[config.mk]
export PLATFORM = sky130hd
export DESIGN_NAME = coin_credit_accumulator
export DESIGN_NICKNAME = d
export VERILOG_FILES = /design/src/rtl/coin_pkg.sv /design/src/rtl/change_selector.sv /design/src/rtl/coin_credit_accumulator.sv
export SDC_FILE = /design/constraint.sdc
export NUM_CORES = 1
export LEC_CHECK = 0
export BUFFER_PORTS_ARGS = -buffer_cell sky130_fd_sc_hd__buf_4
export CAP_MARGIN = 15
export CORE_ASPECT_RATIO = 0.6
export CORE_UTILIZATION = 35
export DETAILED_ROUTE_END_ITERATION = 10
export PLACE_DENSITY_LB_ADDON = 0.1
export REMOVE_ABC_BUFFERS = 1
export SLEW_MARGIN = 20
export SYNTH_ARGS = -nofsm -noshare
export SYNTH_HDL_FRONTEND = slang
export SYNTH_SLANG_ARGS = --single-unit
[constraint.sdc]
create_clock -name clk -period 8.9 [get_ports clk]
set_clock_uncertainty 0.2 [all_clocks]
set_input_delay 0.445 -clock clk [delete_from_list [all_inputs] [get_ports clk]]
set_output_delay 0.445 -clock clk [all_outputs]
set_load 0.005 [all_outputs]
[src/rtl/coin_pkg.sv]
// Shared types and default configuration for the coin credit accumulator.
package coin_pkg;

   typedef enum logic {
      ST_IDLE,
      ST_CHANGE
   } state_t;

   localparam int DEF_NUM_COINS = 3;
   localparam int DEF_CREDIT_W  = 10;
   // Index 0 is the largest denomination; values strictly descending.
   localparam logic [0:DEF_NUM_COINS-1][7:0] DEF_COIN_VALUES = {8'd25, 8'd10, 8'd5};

endpackage

[src/rtl/change_selector.sv]
// Greedy change picker: one-hot select of the largest denomination not exceeding credit.
module change_selector
   import coin_pkg::*;
#(
   parameter int                            NUM_COINS   = DEF_NUM_COINS,
   parameter logic [0:NUM_COINS-1][7:0]     COIN_VALUES = DEF_COIN_VALUES,
   parameter int                            CREDIT_W    = DEF_CREDIT_W
) (
   input  logic [CREDIT_W-1:0]  i_credit,
   output logic [NUM_COINS-1:0] o_sel,
   output logic [CREDIT_W-1:0]  o_value
);

   // NOTE: every always_comb output gets a default first so no path can infer a latch.
   always_comb begin
      o_sel   = '0;
      o_value = '0;
      // Scan smallest to largest so the largest fitting coin is the last one written.
      for (int i = NUM_COINS - 1; i >= 0; i--) begin
         if (i_credit >= CREDIT_W'(COIN_VALUES[i])) begin
            o_sel    = '0;
            o_sel[i] = 1'b1;
            o_value  = CREDIT_W'(COIN_VALUES[i]);
         end
      end
   end

endmodule

[src/rtl/coin_credit_accumulator.sv]
// Vending credit accumulator with greedy change dispensing.
// Define COIN_CREDIT_AUDIT_EN to add the outSalesTotal running sales counter.
module coin_credit_accumulator
   import coin_pkg::*;
#(
   parameter int                        NUM_COINS   = DEF_NUM_COINS,
   parameter logic [0:NUM_COINS-1][7:0] COIN_VALUES = DEF_COIN_VALUES,
   parameter int                        CREDIT_W    = DEF_CREDIT_W
) (
   input  logic                 clk,
   input  logic                 rstN,
   input  logic [NUM_COINS-1:0] inCoin,
   input  logic [CREDIT_W-1:0]  inPrice,
   input  logic                 inVend,
   input  logic                 inCancel,
   input  logic                 inChangeReady,
   output logic [CREDIT_W-1:0]  outCredit,
   output logic                 outVendAck,
   output logic                 outVendNak,
   output logic                 outCoinReturn,
   output logic                 outChangeValid,
   output logic [NUM_COINS-1:0] outChangeSel,
   output logic                 outBusy
`ifdef COIN_CREDIT_AUDIT_EN
  ,output logic [15:0]          outSalesTotal
`endif
);

   state_t                r_state, w_state_nxt;
   logic [CREDIT_W-1:0]   r_credit, w_credit_nxt;
   logic                  r_vend_ack, r_vend_nak, r_coin_ret;
   logic                  w_vend_ack, w_vend_nak, w_coin_ret;

   logic                  w_coin_any, w_coin_onehot, w_coin_ok;
   logic [CREDIT_W:0]     w_coin_val, w_coin_sum;
   logic [CREDIT_W-1:0]   w_post_credit;
   logic [NUM_COINS-1:0]  w_sel;
   logic [CREDIT_W-1:0]   w_sel_value;

   change_selector #(
      .NUM_COINS   (NUM_COINS),
      .COIN_VALUES (COIN_VALUES),
      .CREDIT_W    (CREDIT_W)
   ) u_change_selector (
      .i_credit (r_credit),
      .o_sel    (w_sel),
      .o_value  (w_sel_value)
   );

   always_comb begin
      w_coin_val = '0;
      for (int i = 0; i < NUM_COINS; i++) begin
         if (inCoin[i]) w_coin_val = w_coin_val | (CREDIT_W+1)'(COIN_VALUES[i]);
      end
   end

   // The extra sum bit flags an insertion that would overflow the credit register.
   assign w_coin_any    = |inCoin;
   assign w_coin_onehot = ((inCoin & (inCoin - 1'b1)) == '0);
   assign w_coin_sum    = {1'b0, r_credit} + w_coin_val;
   assign w_coin_ok     = (r_state == ST_IDLE) && w_coin_any && w_coin_onehot &&
                          !w_coin_sum[CREDIT_W] && !inCancel;
   assign w_post_credit = w_coin_ok ? w_coin_sum[CREDIT_W-1:0] : r_credit;

   always_comb begin
      w_state_nxt  = r_state;
      w_credit_nxt = r_credit;
      w_vend_ack   = 1'b0;
      w_vend_nak   = 1'b0;
      w_coin_ret   = w_coin_any && !w_coin_ok;
      unique case (r_state)
         ST_IDLE: begin
            w_credit_nxt = w_post_credit;
            if (inCancel) begin
               if (r_credit != '0) w_state_nxt = ST_CHANGE;
            end else if (inVend) begin
               if (w_post_credit >= inPrice) begin
                  w_vend_ack   = 1'b1;
                  w_credit_nxt = w_post_credit - inPrice;
                  if (w_post_credit != inPrice) w_state_nxt = ST_CHANGE;
               end else begin
                  w_vend_nak = 1'b1;
               end
            end
         end
         ST_CHANGE: begin
            // A residue smaller than the smallest coin cannot be paid out and is dropped.
            if (w_sel == '0) begin
               w_credit_nxt = '0;
               w_state_nxt  = ST_IDLE;
            end else if (inChangeReady) begin
               w_credit_nxt = r_credit - w_sel_value;
               if (r_credit == w_sel_value) w_state_nxt = ST_IDLE;
            end
         end
         default: w_state_nxt = ST_IDLE;
      endcase
   end

   // NOTE: sequential state uses non-blocking assignments so all registers update together.
   always_ff @(posedge clk or negedge rstN) begin
      if (!rstN) begin
         r_state    <= ST_IDLE;
         r_credit   <= '0;
         r_vend_ack <= 1'b0;
         r_vend_nak <= 1'b0;
         r_coin_ret <= 1'b0;
      end else begin
         r_state    <= w_state_nxt;
         r_credit   <= w_credit_nxt;
         r_vend_ack <= w_vend_ack;
         r_vend_nak <= w_vend_nak;
         r_coin_ret <= w_coin_ret;
      end
   end

`ifdef COIN_CREDIT_AUDIT_EN
   logic [15:0] r_sales_total;

   always_ff @(posedge clk or negedge rstN) begin
      if (!rstN)           r_sales_total <= '0;
      else if (w_vend_ack) r_sales_total <= r_sales_total + 16'(inPrice);
   end

   assign outSalesTotal = r_sales_total;
`endif

   // Change offer is decoded from state and credit, so reset clears it without a clock.
   assign outCredit      = r_credit;
   assign outVendAck     = r_vend_ack;
   assign outVendNak     = r_vend_nak;
   assign outCoinReturn  = r_coin_ret;
   assign outBusy        = (r_state != ST_IDLE);
   assign outChangeValid = (r_state == ST_CHANGE) && (w_sel != '0);
   assign outChangeSel   = outChangeValid ? w_sel : '0;

endmodule
# Word level (Yosys, flattened, before mapping)
# Index checks and enable logic that the tools add are counted.
# word_totals
regBits	14
inputBits	18
out_inout_bits	18
elab_cells	66
# classes
add_sub_neg	4
n_lt_le_gt_ge	4
eq_ne	3
muxes	34
bitwise_logic	2
reduce_logical	14
# ops
cell	n
2-to-1 mux 10 bit	6
one-hot mux 10 bit (2 select lines)	1
subtractor 10 bit	2
2-to-1 mux 3 bit	6
2-to-1 mux 1 bit	16
adder 10 x 5 -> 11 bit	1
== test 10 bit	1
greater-or-equal comparator 10 bit	1
greater-or-equal comparator 10 x 3 -> 1 bit (second input constant)	1
greater-or-equal comparator 10 x 4 -> 1 bit (second input constant)	1
greater-or-equal comparator 10 x 5 -> 1 bit (second input constant)	1
2-to-1 mux 5 bit	2
inequality test 10 bit	1
nonzero test 10 bit	1
2-to-1 mux 4 bit	2
logical AND 1 bit	6
logical NOT 3 bit	2
AND 3 bit	1
logical NOT 1 bit	3
inequality test 3 x 2 -> 1 bit (second input constant)	1
nonzero test 3 bit	1
OR reduction 3 bit	1
subtractor 3 x 1 -> 3 bit (second input constant)	1
one-hot mux 1 bit (2 select lines)	1
inverter 1 bit	1

# Depth between registers and ports, before layout
# Gate-level depths: netlist of the first run.
# logic_depth
depth_word	14
mapped_depth	16
depth_no_buf	16

# Modules after synthesis
# From an unflattened synthesis of the first run, not the netlist that was laid out.
# unflattened
hier_cells	286
hier_area_um2	2265.9
# modules_own_cells
module	n_inst	cells_each	area_each_um2	seq_area_each_um2
coin_credit_accumulator	1	260	2088.3	350.3
change_selector	1	26	177.7	0.0

# Least setup slack after synthesis of the first run
# OpenSTA, ideal clock, no wires.
# synth_path
path_kind	input port to flip-flop
from	input port inCoin[2]
to	register r_credit[7] (netlist: outCredit[7])
setup_time_ns	0.126
t_arrival_ns	4.302
required_ns	8.574
path_slack_ns	4.272
cell_stages	16
path_buffers	0
path_cell_list	or2_2 > ha_1 > inv_1 > fa_1 > nand2b_1 > o221a_2 > o21ai_1 > mux2i_1 > inv_1 > fa_1 > nand2b_1 > a211o_1 > a211o_1 > a21oi_1 > nor2_1 > a221o_1
# synth_via
elab_chain_len	12
elab_cells_between_ends	18
classes_between	3 x add/sub; 1 x order compare; 6 x mux; 1 x bitwise; 7 x reduce/logical
# synth_lines
element	line_no	source
from (decl)	coin_credit_accumulator.sv:12	input logic [NUM_COINS-1:0] inCoin,
branches (longest 6 deep; another with adder 10 x 5 -> 11 bit)	-	
2-to-1 mux 10 bit (*)	coin_credit_accumulator.sv:63	assign w_post_credit = w_coin_ok ? w_coin_sum[CREDIT_W-1:0] : r_credit;
subtractor 10 bit or greater-or-equal comparator 10 bit (tied branches)	coin_credit_accumulator.sv:79, coin_credit_accumulator.sv:77	
2-to-1 mux 10 bit	coin_credit_accumulator.sv:77	if (w_post_credit >= inPrice) begin
2-to-1 mux 10 bit	coin_credit_accumulator.sv:76	end else if (inVend) begin
2-to-1 mux 10 bit (*)	coin_credit_accumulator.sv:74	if (inCancel) begin
one-hot mux 10 bit (2 select lines) (*)	coin_credit_accumulator.sv:71	unique case (r_state)
to (signal assigned)	coin_credit_accumulator.sv:110	r_credit <= w_credit_nxt;
to (decl)	coin_credit_accumulator.sv:30	logic [CREDIT_W-1:0] r_credit, w_credit_nxt;
# Every way passes the cells marked *.
# A chain may end at the register's enable or synchronous reset.

# Final worst setup path of the first run
# layout_path
from	register r_credit[0] (netlist: outCredit[0])
to	register r_credit[5] (netlist: outCredit[5])
# layout_via
elab_chain_len	10
elab_cells_between_ends	25
classes_between	3 x add/sub; 4 x order compare; 1 x eq/ne; 13 x mux; 4 x reduce/logical
# layout_lines
element	line_no	source
adder 10 x 5 -> 11 bit	coin_credit_accumulator.sv:60	assign w_coin_sum = {1'b0, r_credit} + w_coin_val;
logical NOT 1 bit	coin_credit_accumulator.sv:62	!w_coin_sum[CREDIT_W] && !inCancel;
logical AND 1 bit	coin_credit_accumulator.sv:61	assign w_coin_ok = (r_state == ST_IDLE) && w_coin_any && w_coin_onehot &&
logical AND 1 bit	coin_credit_accumulator.sv:62	
2-to-1 mux 10 bit	coin_credit_accumulator.sv:63	
subtractor 10 bit or greater-or-equal comparator 10 bit (tied branches)	coin_credit_accumulator.sv:79, coin_credit_accumulator.sv:77	
2-to-1 mux 10 bit	coin_credit_accumulator.sv:77	
2-to-1 mux 10 bit	coin_credit_accumulator.sv:76	
2-to-1 mux 10 bit	coin_credit_accumulator.sv:74	
one-hot mux 10 bit (2 select lines)	coin_credit_accumulator.sv:71	
# Several ways; a longest one is shown, not always the timed one. The select of a mux whose other input is x is not followed.

==> results of run 1 <==
-- cell type report --
type,instances,area (um2)
clock buffer,3,41.3
fill,540,2910
inverter,24,92.6
multi-input combinational,210,1520
sequential,14,350
tap,77,96.3
timing repair buffer,36,273
-- worst min-delay path by stage --
stage | start | end | slack (ps) | cells after the start
global route | inCoin[1] | outCoinReturn$_DFF_PN0_ | 280 | 2
global placement | rstN | outVendNak$_DFF_PN0_ | 110 | 1
CTS | inCoin[1] | outCoinReturn$_DFF_PN0_ | 270 | 2
floorplan | rstN | outBusy$_DFF_PN0_ | -50 | 0
detailed placement | rstN | outCredit[8]$_DFFE_PN0P_ | 100 | 1
finish | inCoin[1] | outCoinReturn$_DFF_PN0_ | 270 | 2
-- cells in the final DEF, fill, tap and decap left out, drive strengths merged, types with 7 or more instances in the layout --
cell / Yosys / layout
nand2: 20 / 20
o21ai: 14 / 14
xor2: 8 / 8
a21oi: 23 / 23
dfrtp: 14 / 14
inv: 24 / 24
xnor2: 9 / 9
nand2b: 7 / 7
nor2: 21 / 21
buf: 3 / 35
ha: 21 / 21
-- through the flow --
step | hold slack (ps) | utilization [%] | instances
after floorplan | -50.6 | - | 248
after global placement | 106 | 44.0 | 360
after detailed placement | 104 | 44.0 | 360
after CTS | 268 | 45.0 | 364
after global routing | 278 | 45.0 | 364
final | 269 | 45.0 | 364
-- where the power goes --
| part | internal (mW) | total [mW] | switching (mW) |
|---|---|---|---|
| clock network | 0.0299 | 0.0509 | 0.0210 |
| registers | 0.0897 | 0.160 | 0.0701 |
| logic | 0.294 | 0.649 | 0.355 |
| total | 0.414 | 0.860 | 0.446 |
-- metal layers --
metal | wire length [um] | global-route usage [%]
met2 | 2330 | 29.2
met4 | 27 | 4.62
met1 | 3100 | 32.5
met3 | 392 | 1.38
met5 | 0 | 0
-- cells by family after synthesis --
family | count (synthesis)
flip-flops | 14
AND/OR/NAND/NOR | 87
multiplexers | 6
AO/OA/AOI/OAI | 76
buffers and inverters | 29
XOR/XNOR | 17
adder cells (fa/ha/maj) | 24
-- synth_stat cells (2+ instances only) --
cell type	number	area, um2
o21a_1	5	37.5
nand2_1	20	75.1
inv_1	23	86.3
xnor2_1	9	78.8
a221o_1	4	40.0
nand4_1	2	12.5
or4_2	2	17.5
dfrtp_1	14	350
a211oi_1	2	15.0
or3_2	2	15.0
o32ai_1	2	17.5
fa_1	3	60.1
xor2_1	8	70.1
nor2_1	21	78.8
mux2_2	2	22.5
or2_2	6	37.5
a21oi_1	23	115
buf_6	3	33.8
nor2b_1	6	37.5
o21ai_0	13	65.1
or3_1	2	12.5
nor3_1	5	25.0
o31ai_1	4	30.0
a211o_1	4	35.0
mux2i_1	4	40.0
ha_1	21	263
nand3_1	2	10.0
nor3b_1	4	30.0
nand2b_1	7	43.8
a21boi_0	2	15.0
a31oi_1	4	25.0
-- worst max-delay path: cells and delay by family (launching register included) --
family                     cells  cell delay, ps
adders and majority gates      3            1040
and+or+nand+nor                3             580
buffers and inverters          2             150
muxes                          1             390
AOI/OAI and AO/OA              6            2230
DFF                            1             480
-- sequential cells by signal, indices dropped and copies added (netlist names) --
register,cells
outVendNak,1
outBusy,1
outCoinReturn,1
outCredit,10
outVendAck,1
-- what timing repair did --
action | in CTS | in global routing
hold buffers | 1 | 0
setup endpoints to repair | 0 | 0
hold endpoints to repair | 14 | 0
==> results.yml, run 1 <==
sta:
  worst_slew_pin_slew_ps: 633
  setup_violations: 0
  period_minus_slack_ps: 5200
  max_freq_mhz: 192
  slew_headroom_pct: 57.5
  timing.final.ws_setup_ps: 3700
  slew_viol_final: 0
  rsz0062_at_grt: "no"
  setup-tns-final_ps: 0
  timing.final.hold_violations: 0
  fin_crit_sh_pct: 58.4
synth:
  synth_simple_gate_area_share_pct: 23.1
  synth-edff-count: 0
  synth-seq-cells: 14
  syn_area_mm2: 0.00201
  synth.area.mux_share_pct: 3.11
  synth-main-ff-cell: "dfrtp_1"
  synth_cells: 253
  async_flop_share_pct: 100
  yosysSeqAreaShare_pct: 17.4
  ys_warn_count: 0
  synth_compound_area_share_pct: 25.9
  synth_top_family_by_area: "compound AO/OA/AOI/OAI gates"
  syn_avg_cell_area_um2: 7.95
  synth_cell_types: 55
  yosys.area_share.adder_pct: 16.1
  synthXorXnorAreaFrac_pct: 7.41
floorplanning:
  io_pins: 36
  core.rowCount: 20
  die_w_um: 99.9
  fp.dieH_um: 60.7
  start_util_pct: 38.1
  core_area_mm2: 0.00528
  die_area_mm2: 0.00606
cts:
  clock-root-buffer: "clkbuf_8"
  numCtsBuffers: 3
  post_cts.repair.setup_buffers: 0
  cts_buffer_depth: 2
  cts.sinks: 14
  insertion_delay_ps: 240
  cts_tree: "built"
  htreeDepth: 1
  clk_pin_slew_worst_paths_ps: 60
  cts_resized: 0
worst_setup_path:
  rr_worst_depth: 15
  crit_end: "outCredit[5]$_DFFE_PN0P_"
  cp_data_required_time_ps: 8820
  critPathKind: "flip-flop to flip-flop"
  startpoint_type: "flip-flop"
  worstPathCellList: "ha_1 > inv_1 > fa_1 > nand2b_1 > o221a_2 > o21ai_1 > mux2i_1 > inv_1 > fa_1 > nand2b_1 > a211o_1 > a211o_1 > a21oi_1 > nor2_1 > a221o_1"
  reg2reg_to: "outCredit[5]$_DFFE_PN0P_"
  cpMaxStageDelayCell: "o21ai_1"
  rrSetupSlack_ps: 3700
  cp_max_fo: 8
  startpoint: "outCredit[0]$_DFFE_PN0P_"
  arrival_ps: 5120
  rr_startpoint: "outCredit[0]$_DFFE_PN0P_"
  slowest_delay_ps: 510
  endpoint_kind: "flip-flop"
drt:
  wire_per_inst_um: 16.1
  totalWireLength_um: 5850
  via_per_inst: 5.53
  drtPass1Iterations: 4
  route.vias.total: 2012
  drc: 0
  drt_iter0_drc: 130
  ant_nets: 0
final_layout:
  synthToLayoutAreaGrowth_pct: 18.1
  drive_gt1_share_pct: 20.6
  antenna_cells: 0
  final_area_mm2: 0.00237
  fin_nets: 331
place:
  dp_hpwl_um: 4830
  port_buffers: 35
  place_worst_setup_slack_ps: 3610
  dpl-instance-area_mm2: 0.00232
  gp_congestion: 0.886
power:
  p_per_area_mw_per_mm2: 362
  finalPower_uw: 860
  ir_drop_uv: 111
  leakagePower_nw: 1.09
global_route:
  grt_pass1_wl_um: 9230
  grt_max_degree: 15
  grt-ovfl-total: 0
  antenna_found_initial: 0
  grtUsageTotal_pct: 20.3
  grt_pass1_vias: 1806
job:
  cap_violations: 0
outcome:
  status: "complete, no violations"
hold_path:
  hp-class: "input pin to flip-flop"
No activity file was read; power rests on OpenSTA's default activity.
==> run 2: changes to the inputs <==
- ABC_AREA: unset -> 1
- clock period: 8.9 -> 4.8 ns (I/O delays scaled with it)
==> run 2 against run 1 <==
  * Worst hold slack worse by 190 ps
  * Sequential power is 71% higher
  * Core utilization is 0.94 points lower
  * First-iteration DRC count is 65% higher
  * Worst setup slack worse by 3000 ps
  * Count of clock-buffer cells in the layout is 1 higher
  * Register-to-register slack worse by 3000 ps
  * Largest power group unchanged
==> results.yml, run 2 <==
outcome:
  status: "complete, no violations"
cts:
  numCtsBuffers: 3
  clock-root-buffer: "clkbuf_8"
  cts_tree: "built"
  cts_resized: 0
  insertion_delay_ps: 250
  cts.sinks: 14
  clk_pin_slew_worst_paths_ps: 70
  htreeDepth: 1
  cts_buffer_depth: 2
synth:
  synth-seq-cells: 14
  async_flop_share_pct: 100
  netlist.area_leader.share_pct: 21.0
  ys_top_cells_by_area: "nand2_1 (21%), dfrtp_1 (15%), ha_1 (11%)"
  synth-main-ff-cell: "dfrtp_1"
  synth_cell_types: 32
  syn_avg_cell_area_um2: 5.88
  synthMostInstantiatedCell: "nand2_1"
  synth_cells: 395
  yosysSeqAreaShare_pct: 15.1
  synth_commonest_cells: "nand2_1 (130), inv_1 (65), nor2_1 (44), nand3_1 (27), ha_1 (21)"
  syn_area_mm2: 0.00232
  synth-edff-count: 0
  synth_top_cell_by_area: "nand2_1"
  ys_warn_count: 0
power:
  p_per_area_mw_per_mm2: 648
  internal_power_uw: 768
  seq_power_share_pct: 15.3
  clockPowerShare_pct: 6.8
  p_comb_share_pct: 77.9
  swShare_pct: 56.9
  net-switching-power_mw: 1.01
  leakagePower_nw: 1.54
  ir_drop_uv: 326
  finalPower_mw: 1.78
sta:
  slew_headroom_pct: 59.5
  max_freq_mhz: 247
  slew_viol_final: 0
  period_minus_slack_ps: 4050
  setup-tns-final_ps: 0
  timing.final.hold_violations: 0
  fin_crit_sh_pct: 84.4
  setup_violations: 0
  rsz0062_at_grt: "no"
  worst_slew_pin_slew_ps: 602
final_layout:
  utilization_pct: 44.0
  largest_reg_flops: 10
  n_fill_cell: 700
  final_common_cell: "nand2_1"
  drive_gt1_share_pct: 14.5
  antenna_cells: 0
  synthToLayoutAreaGrowth_pct: 18.4
  final_cell_mix: "nand2_1 (130), inv_1 (65), nor2_1 (44), buf_4 (36), nand3_1 (27)"
  fin_nets: 477
worst_setup_path:
  cp_max_fo: 9
  arrival_ps: 4000
  startpoint: "outCredit[0]$_DFFE_PN0P_"
  startpoint_type: "flip-flop"
  rr_startpoint: "outCredit[0]$_DFFE_PN0P_"
  critPathKind: "flip-flop to flip-flop"
  cp_data_required_time_ps: 4750
  reg2reg_to: "outCredit[8]$_DFFE_PN0P_"
  rrSetupSlack_ps: 750
  endpoint_kind: "flip-flop"
  rr_worst_depth: 22
  crit_end: "outCredit[8]$_DFFE_PN0P_"
place:
  dp_hpwl_um: 6320
  gp_congestion: 0.939
  port_buffers: 35
global_route:
  grt_max_degree: 15
  grtUsageTotal_pct: 22.5
  grt_pass1_wl_um: 12000
  grt-ovfl-total: 0
  grt_pass1_vias: 2237
  antenna_found_initial: 0
floorplanning:
  core.rowCount: 22
  fp.dieH_um: 65.1
  io_pins: 36
  core_area_mm2: 0.00625
  start_util_pct: 37.2
  die_w_um: 107
  die_area_mm2: 0.00698
drt:
  route.vias.total: 2620
  drc: 0
  drtPass1Iterations: 5
  top_layer_used: "met4"
  wire_per_inst_um: 14.4
  totalWireLength_um: 7450
  drt-met1-wl_um: 4120
  wl_met3_um: 781
  met2_length_um: 2540
  ant_nets: 0
  drt_iter0_drc: 215
  via_per_inst: 5.06
job:
  cap_violations: 0
hold_path:
  hp-class: "input pin to flip-flop"
run 2: cell count changes in the layout (fill, tap and decap cells not counted), moves of 5 or more:
cell      before  now
xnor2_1        9    4
nand2b_1       7    0
a21oi_1       23   18
o21ai_0       13    6
nand3_1        2   27
nor2_1        21   44
o21a_1         5    0
o21bai_1       0    5
inv_1         23   65
nor2b_1        6    0
nor2_2         0    5
nand4_1        2   12
nand2_1       20  130
run 2: what timing repair did:
item                                   CTS  global route
hold buffers                             1             0
endpoints found under the hold margin   14             0
setup buffers                            0             0
run 2: power groups by stage:
stage / Combinational (mW) / Clock, mW / Sequential [mW]
2_1_floorplan: 0.973 / 0 / 0.249
3_3_place_gp: 1.39 / 0 / 0.274
3_5_place_dp: 1.36 / 0 / 0.276
4_1_cts: 1.37 / 0.120 / 0.274
5_1_grt: 1.57 / 0.127 / 0.282
6_report: 1.39 / 0.121 / 0.273
run 2: cells by family (layout without fill, tap and decap cells):
group	Yosys count	in the layout	synth area share, %
DFF	14	14	15.1
AOI/OAI and AO/OA	37	37	9.59
adders and majority gates	24	24	13.9
xor gates and xnor gates	11	11	4.15
buffers and inverters	69	108	11.4
and+or+nand+nor	240	240	45.9
run 2: worst min path at each step:
stage / startpoint / endpoint / slack (ps) / cells after the start
2_1_floorplan: rstN / outBusy$_DFF_PN0_ / -260 / 0
3_3_place_gp: rstN / outCredit[7]$_DFFE_PN0P_ / -100 / 1
3_5_place_dp: rstN / outVendNak$_DFF_PN0_ / -90 / 1
4_1_cts: inVend / outVendNak$_DFF_PN0_ / 80 / 3
5_1_grt: inVend / outVendNak$_DFF_PN0_ / 80 / 3
6_report: inVend / outVendNak$_DFF_PN0_ / 80 / 3
run 2: layout make-up:
| cell class | count | area [um2] | area share [%] |
|---|---|---|---|
| well taps | 84 | 105 | 3.82 |
| clock buffers | 4 | 55.1 | 2.00 |
| repair buffers | 37 | 280 | 10.2 |
| inverters | 67 | 251 | 9.14 |
| flip-flops and latches | 14 | 350 | 12.7 |
| multi-input cells | 312 | 1710 | 62.1 |
run 2: stage by stage:
step / hold WS (ps) / setup slack (ps) / instance area [um2] / std cells
after floorplan: -256 / 1410 / 2310 / 393
after global placement: -95.0 / 878 / 2690 / 513
after detailed placement: -93.0 / 835 / 2690 / 513
after CTS: 79.4 / 817 / 2750 / 518
after global routing: 80.4 / 423 / 2750 / 518
final: 81.1 / 749 / 2750 / 518
run 2: layer usage:
layer	up-vias	track usage (%)
li1	1336	-
met1	1163	38.9
met2	119	28.5
met3	2	3.77
met4	0	1.03
met5	-	0
run 2: critical path, stage by stage (launching register included):
cell and delay [ps]:
dfrtp_1 500, ha_1 290, inv_1 70, fa_1 430
inv_1 140, nand3_2 110, nand4_2 250, nand2_1 110
and2_1 170, ha_1 220, fa_1 430, inv_1 70
nand2_1 80, nand3_1 100, nand2_1 80, nand3_2 120
nand2_4 110, nand2_2 130, inv_1 90, nand2_1 70
nand3_1 60, nand2_1 70, inv_1 40
==> run 3: changes to the inputs <==
- clock period: 4.8 -> 3.4 ns (I/O delays scaled with it)
==> run 3 against run 2 <==
  * Via count rose by 14%
  * The flow now finishes with violations (negative setup slack)
  * Fmax rose by 18%
  * Count of clock-buffer cells in the layout did not move
  * Highest routed layer unchanged
  * Die area did not move
  * Critical endpoint is now outCredit[9]$_DFFE_PN0P_
  * Critical path depth rose by 2
  * Cell count rose by 13%
  * Clock power rose by 45%
  * Worst setup slack got worse by 800 ps
==> results.yml, run 3 (synthesis gave the netlist of run 2 again) <==
outcome:
  status: "finished, violations left"
  violations: "negative setup slack"
global_route:
  grt_pass1_vias: 2414
  grt_pass1_wl_um: 12900
  grt-ovfl-total: 0
  grtUsageTotal_pct: 24.5
  grt_max_degree: 15
  antenna_found_initial: 0
cts:
  cts.sinks: 14
  htreeDepth: 1
  numCtsBuffers: 3
  insertion_delay_ps: 250
  cts_buffer_depth: 2
  clk_pin_slew_worst_paths_ps: 70
  clock-root-buffer: "clkbuf_8"
  cts_tree: "built"
final_layout:
  final_cell_mix: "nand2_1 (98), buf_4 (98), inv_1 (57), nor2_1 (40), nand2_2 (31)"
  largest_reg_flops: 10
  antenna_cells: 0
  drive_gt1_share_pct: 41.3
  n_fill_cell: 596
  fin_nets: 544
  stdcell_count: 585
  synthToLayoutAreaGrowth_pct: 57.9
  final_area_mm2: 0.00367
drt:
  wire_per_inst_um: 14.8
  route.vias.total: 2979
  drc: 0
  drtPass1Iterations: 5
  totalWireLength_um: 8670
  via_per_inst: 5.09
  drt_iter0_drc: 207
  ant_nets: 0
worst_setup_path:
  cpMaxStageDelayCell: "fa_2"
  slowest_delay_ps: 410
  worstPathCellList: "ha_2 > inv_2 > fa_2 > inv_4 > buf_4 > buf_4 > nand3_2 > nand2_2 > buf_6 > nand2_2 > nand2_4 > o21ai_4 > ha_4 > nand2_4 > nor2_4 > nand2_2 > nand3_2 > nand2_2 > nand3_4 > nand2_8 > buf_4 > nand2_1 > nand3_2 > a21oi_2"
  startpoint_type: "flip-flop"
  path_buf_inv: 6
  cp_max_fo: 7
  critPathTopFamily: "simple AND/OR/NAND/NOR gates"
  arrival_ps: 3430
  critPathKind: "flip-flop to flip-flop"
  cp_common_cell: "nand2_2"
  endpoint_kind: "flip-flop"
  cp_data_required_time_ps: 3390
floorplanning:
  core.rowCount: 22
  fp.dieH_um: 65.1
  io_pins: 36
  start_util_pct: 37.2
  die_w_um: 107
  die_area_mm2: 0.00698
  core_area_mm2: 0.00625
sta:
  setup_violations: 10
  setup-tns-final_ps: -231
  slew_viol_final: 0
  timing.final.ws_setup_ps: -46.5
  timing.final.hold_violations: 0
  period_minus_slack_ps: 3450
  fin_crit_sh_pct: 101
  worst_slew_pin_slew_ps: 412
  max_freq_mhz: 290
  slew_headroom_pct: 72.1
  rsz0062_at_grt: "yes"
hold_path:
  hp-class: "input pin to flip-flop"
place:
  gp_congestion: 0.992
  port_buffers: 35
  dp_hpwl_um: 6990
  place_worst_setup_slack_ps: -237
  place_inst: 570
  dpl-instance-area_mm2: 0.00311
power:
  leakagePower_nw: 1.89
  finalPower_mw: 3.47
  p_per_area_mw_per_mm2: 945
  ir_drop_uv: 437
job:
  cap_violations: 0
==> run 3: cell types whose count changed in the layout (fill, tap and decap cells not counted), moves of 10 or more <==
cell     previous run  this run
buf_4              36        98
ha_1               21        10
ha_4                0        10
nand2_1           130        98
nand2_2             2        31
==> run 3: cell type report <==
class | count | area (um2) | area share, %
repair buffers | 104 | 802 | 21.9
clock buffers | 4 | 55.1 | 1.50
flip-flops and latches | 14 | 352 | 9.58
inverters | 67 | 254 | 6.92
multi-input cells | 312 | 2100 | 57.3
well taps | 84 | 105 | 2.86
==> run 3: final timing paths <==
| path | startpoint | to | slack, ps | cells after the start |
|---|---|---|---|---|
| worst min register to register | outBusy$_DFF_PN0_ | outVendNak$_DFF_PN0_ | 470 | 2 |
| max in group asynchronous | rstN | outCredit[3]$_DFFE_PN0P_ | 2690 | 2 |
| min in group asynchronous | rstN | outCredit[4]$_DFFE_PN0P_ | 110 | 2 |
| worst min-delay path | inVend | outVendNak$_DFF_PN0_ | 40 | 3 |
| worst max register to register | outCredit[0]$_DFFE_PN0P_ | outCredit[9]$_DFFE_PN0P_ | -50 | 24 |
| worst max-delay path | outCredit[0]$_DFFE_PN0P_ | outCredit[9]$_DFFE_PN0P_ | -50 | 24 |
==> run 3: metrics by stage <==
stage	hold WS (ps)	utilization [%]
after floorplan	-326	-
after global placement	-162	49.8
after detailed placement	-162	49.8
after CTS	18.8	52.5
after global routing	33.4	58.7
final	36.6	58.7
==> run 3: tightest hold or removal path: stages <==
cell and delay (ps):
buf_4 110, nand2_1 70, nor3_1 80
==> run 3: layer usage <==
metal / GRT usage, % / wire length (um)
met5: 0 / 0
met1: 41.9 / 4580
met3: 3.77 / 793
met2: 31.6 / 3180
met4: 1.71 / 112
==> run 3: power breakdown <==
part	internal (mW)	switching (mW)	leakage, nW	total (mW)
Clock	0.103	0.0733	0.0288	0.176
Sequential	0.236	0.0940	0.162	0.330
Combinational	1.33	1.63	1.70	2.96
==> run 3: timing repair <==
item                                   in CTS  in global routing
gates resized for setup                    19                 79
setup buffers                               3                  8
setup endpoints to repair                  12                 13
hold buffers                                1                  0
endpoints found under the hold margin      14                  0
pin swaps                                  11                 39
